--- src/rtl/packet_rx.sv ---
// Fixed-length frame receiver behind a byte UART: optional sync header, BYTES payload bytes,
// one checksum byte (XOR or additive), inter-byte timeout and error reporting.
module packet_rx #(
    parameter int unsigned BYTES     = 4,
    parameter bit          SYNC_EN   = 1'b1,
    parameter logic [7:0]  SYNC_BYTE = 8'hA5,
    parameter bit          CSUM_MODE = 1'b0,
    parameter int unsigned TIMEOUT   = 1000
) (
    input  logic               clk,
    input  logic               rst,
    input  logic [7:0]         rx_data,
    input  logic               rx_valid,
    output logic [BYTES*8-1:0] packet_data,
    output logic               packet_valid,
    output logic               packet_error,
    output logic               err_kind,
    output logic               busy,
    output logic [7:0]         err_count
);

    localparam int unsigned IW = (BYTES > 1) ? $clog2(BYTES) : 1;
    localparam int unsigned CW = (TIMEOUT > 1) ? $clog2(TIMEOUT) : 1;
    localparam logic [IW-1:0] LAST_IDX = IW'(BYTES - 1);
    localparam logic [CW-1:0] TO_LAST  = CW'((TIMEOUT == 0) ? 0 : TIMEOUT - 1);

    typedef enum logic [1:0] {StHunt, StPayload, StCheck} state_t;

    state_t             state;
    logic [IW-1:0]      idx;
    logic [7:0]         acc;
    logic [CW-1:0]      idle_cnt;
    logic [BYTES*8-1:0] shadow;

    function automatic state_t rst_state();
        if (SYNC_EN) return StHunt;
        return StPayload;
    endfunction

    function automatic logic [7:0] fold(input logic [7:0] a, input logic [7:0] b);
        if (CSUM_MODE) return a + b;
        return a ^ b;
    endfunction

    // busy doubles as "frame started": it gates the idle timer, so an unstarted
    // PAYLOAD (no header mode) never times out.
    always_ff @(posedge clk) begin
        if (rst) begin
            state        <= rst_state();
            idx          <= '0;
            acc          <= '0;
            idle_cnt     <= '0;
            shadow       <= '0;
            packet_data  <= '0;
            packet_valid <= 1'b0;
            packet_error <= 1'b0;
            err_kind     <= 1'b0;
            busy         <= 1'b0;
            err_count    <= '0;
        end else begin
            packet_valid <= 1'b0;
            packet_error <= 1'b0;
            if (rx_valid) begin
                idle_cnt <= '0;
                unique case (state)
                    StHunt: begin
                        if (rx_data == SYNC_BYTE) begin
                            state <= StPayload;
                            idx   <= '0;
                            acc   <= '0;
                            busy  <= 1'b1;
                        end
                    end
                    StPayload: begin
                        shadow[(BYTES - 1 - int'(idx)) * 8 +: 8] <= rx_data;
                        acc  <= fold(acc, rx_data);
                        busy <= 1'b1;
                        if (idx == LAST_IDX) state <= StCheck;
                        else idx <= idx + IW'(1);
                    end
                    default: begin
                        if (fold(acc, rx_data) == 8'h00) begin
                            packet_data  <= shadow;
                            packet_valid <= 1'b1;
                        end else begin
                            packet_error <= 1'b1;
                            err_kind     <= 1'b0;
                            if (err_count != 8'hFF) err_count <= err_count + 8'd1;
                        end
                        state <= rst_state();
                        idx   <= '0;
                        acc   <= '0;
                        busy  <= 1'b0;
                    end
                endcase
            end else if (TIMEOUT != 0 && busy) begin
                if (idle_cnt == TO_LAST) begin
                    packet_error <= 1'b1;
                    err_kind     <= 1'b1;
                    if (err_count != 8'hFF) err_count <= err_count + 8'd1;
                    state    <= rst_state();
                    idx      <= '0;
                    acc      <= '0;
                    idle_cnt <= '0;
                    busy     <= 1'b0;
                end else begin
                    idle_cnt <= idle_cnt + CW'(1);
                end
            end
        end
    end

endmodule
--- config.mk ---
export PLATFORM = sky130hd
export DESIGN_NAME = packet_rx
export DESIGN_NICKNAME = d
export VERILOG_FILES = /design/src/rtl/packet_rx.sv
export SDC_FILE = /design/constraint.sdc
export NUM_CORES = 1
export LEC_CHECK = 0
export BUFFER_PORTS_ARGS = -buffer_cell sky130_fd_sc_hd__buf_2
export CORE_MARGIN = 4
export CORE_UTILIZATION = 30
export CTS_BUF_LIST = sky130_fd_sc_hd__clkbuf_16
export DETAILED_ROUTE_END_ITERATION = 10
export PLACE_DENSITY_LB_ADDON = 0.3
export REMOVE_ABC_BUFFERS = 1
export SETUP_SLACK_MARGIN = 0.02
export SYNTH_ARGS = -nofsm -noshare
export SYNTH_HDL_FRONTEND = slang
export SYNTH_SLANG_ARGS = --single-unit
--- constraint.sdc ---
create_clock -name clk -period 3.6 [get_ports clk]
set_input_delay 0.36 -clock clk [delete_from_list [all_inputs] [get_ports clk]]
set_output_delay 0.36 -clock clk [all_outputs]
set_load 0.1 [all_outputs]
==> run metrics <==
status finished, final reports clean; Min Clock Period, post-route between 2 and 2.5 ns; power share of the combinational group 0.028; launch point of the worst reg-to-reg path idle_cnt[0]$_SDFFE_PP0P_; Leakage about 1.8 nW; port bufs between 50 and 60; fin. max-slew vios 0; vias approximately 3,300; Skew-Pair Late Insertion Delay between 0.3 and 0.4 ns; CP delay by family, top simple AND/OR/NAND/NOR gates; Mapped Area 4140 µm²; yosys warns 0; Worst Setup Slack, final 1.31 ns; Final period util 0.635; first-pass GRT wire length roughly 16,000 µm; Avg Inst Size Synth a little over 9 µm²; most frequent cell after synthesis dfxtp_1; Levels on crit path 6; internal power ~0.0016 W; total congestion overflow 0; row count 42; # Post-CTS Setup Buffers 0; drt pass-1 iters 4; Final setup viols 0; initial antenna violation count 0; FFs w/ async S/R, synth 0; Synth area leaders dfxtp_1 47%, mux2i_1 8.2%, a21oi_1 5.3%; WHS Path Cells 2; fmax between 400 and 500 MHz; clock tree buffer depth 2; area grow syn2layout 15.9%; Gate Count Post-Synth around 460; hold_sp rx_valid; clock root buffer clkbuf_16; drt via density 4.86; Max Clock Skew between 0.005 and 0.006 ns; max-cap violations 0; top-area cell type share of the netlist area 0.474; crit-path max cell delay about 0.42 ns; arrival time worst endpoint around 2.5 ns; clock share of power 0.441; Worst EP required around 3.8 ns; Worst-Margin Slew 0.924 ns; DIE WIDTH 126 µm; Num CTS Buffers 9; Resized Gates After CTS 0; CP Capture Type register; CTS H-Tree Depth 3; WP buf/inv 0; GP Congestion between 0.8 and 0.9; worst setup path class reg -> reg; Max FO, Critical Path 9; Synth Flop Type dfxtp_1; CTS Sinks between 90 and 100; Sw Ratio 0.231; core area between 10,000 and 15,000 µm²; Hold Buf Count CTS 0; DP Wirelength roughly 6700 µm; Die Y 126 µm; Worst-path clk slew ~0.07 ns; Post-synth EDFFs 0; Rel. slew slack 0.382; Seq/Total Area, Yosys 0.474; CP max-delay cell or2_1; RSZ-0062 raised after global routing false; Net Switching 0.000471 W; Initial Util 0.309; IO Count 55; n_diodes 0; FF-to-FF setup slack between 1 and 1.5 ns; total power between 0.002 and 0.0025 W; library cells used by synthesis 46; Hold Path Sink idle_cnt[0]$_SDFFE_PP0P_; detailed-route DRC error count 0; Setup TNS 0 ns; PD cells approximately 430 nW/µm²; part of the power in registers 0.531; largest net degree at the start of global routing 63; Commonest cells post-synth 98 x dfxtp_1, 56 x nor2_1, 53 x nand2_1; initial detailed-routing violation count between 150 and 200; Routed WL between 9000 and 10,000 µm; final core occ 0.358; nets@finish about 510; largest vdd supply drop 0.182 mV; R2R depth 6; Hold Violations, Final 0; TritonCTS clock tree done; Routed Antenna Nets 0; Avg WL per Cell around 15 µm; #FFs+latches synth 98; pre-CTS setup slack between 1 and 1.5 ns; worst hold path type in -> reg; fraction of layout cells with a size suffix above 1 0.168; Critical R2R Capture err_count[5]$_SDFFE_PP0P_; die area about 16,000 µm²; GRT Total Usage 0.127; Yosys top cell by area dfxtp_1; crit path cell chain ha_1, and2_1, nand4_1, or2_1, a2111oi_4, mux2_1; vias in the first global route between 3,000 and 4,000; Startpoint Class register
## flip-flops by register name (all words and copies together) (netlist names), 2 cells and up
| signal | cells |
|---|---|
| packet_data | 32 |
| shadow | 32 |
| idle_cnt | 10 |
| acc | 8 |
| err_count | 8 |
| idx | 2 |
| state | 2 |
## per-stage QoR
stage	cell area (µm²)	hold WS, ns	cells
after global routing	4800	0.301	677
after global placement	4520	0.441	661
final	4800	0.297	677
after CTS	4800	0.286	677
after detailed placement	4520	0.446	661
after floorplan	4000	0.425	428
## logic make-up (layout without fill, tap and decap cells)
group                    Yosys count  count (layout)  share of synthesized area
AO/OA/AOI/OAI                     70              70                      0.119
XOR/XNOR                          16              16                     0.0338
adder cells (fa/ha/maj)            7               7                     0.0211
buffers and inverters             36              79                     0.0390
flip-flops                        98              98                      0.474
multiplexers                      40              40                     0.0985
AND/OR/NAND/NOR                  191             191                      0.215
## layout make-up
| cell class | instances | area, µm² |
|---|---|---|
| fillers | 1431 | 8600 |
| multi-input cells | 324 | 2030 |
| flip-flops and latches | 98 | 1960 |
| repair buffers | 57 | 293 |
| clock buffers | 9 | 225 |
| well taps | 176 | 220 |
| clock inverters | 7 | 52.6 |
| inverters | 6 | 22.5 |
## routing by layer
metal	vias up	share of wire	GRT usage
met1	1551	0.47	0.170
met3	7	0.051	0.0367
met2	72	0.47	0.201
li1	1662	-	-
met4	0	0.0085	0.0319
met5	-	0	0
## cells in the final DEF (no fill, tap or decap), types with 3 or more instances in the layout
master	instances
a211oi_1	4
a21oi_1	44
and3_1	6
buf_2	54
buf_4	3
clkbuf_16	9
dfxtp_1	98
ha_1	7
inv_1	6
mux2_2	4
mux2i_1	34
nand2_1	53
nand3_1	37
nand4_1	6
nor2_1	56
nor2b_1	6
nor3_1	11
o211a_1	8
xnor2_1	12
xor2_1	4
## power by group through the flow
stage	registers (W)	clock network [W]	logic, W
finish	0.00108	0.000900	0.0000568
global placement	0.00111	0	0.0000555
global route	0.00108	0.000972	0.0000623
detailed placement	0.00111	0	0.0000572
floorplan	0.00111	0	0.0000143
CTS	0.00108	0.000932	0.0000571
## how the worst max path moves through the flow
stage	from	end
4_1_cts	idle_cnt[0]$_SDFFE_PP0P_	err_count[3]$_SDFFE_PP0P_
5_1_grt	idle_cnt[0]$_SDFFE_PP0P_	err_count[3]$_SDFFE_PP0P_
3_3_place_gp	rx_valid	shadow[5]$_SDFFE_PP0P_
3_5_place_dp	idle_cnt[0]$_SDFFE_PP0P_	err_count[3]$_SDFFE_PP0P_
6_report	idle_cnt[0]$_SDFFE_PP0P_	err_count[5]$_SDFFE_PP0P_
2_1_floorplan	rx_data[4]	packet_data[0]$_SDFFE_PP0P_
Note: power is estimated with default switching activity, not from simulation.
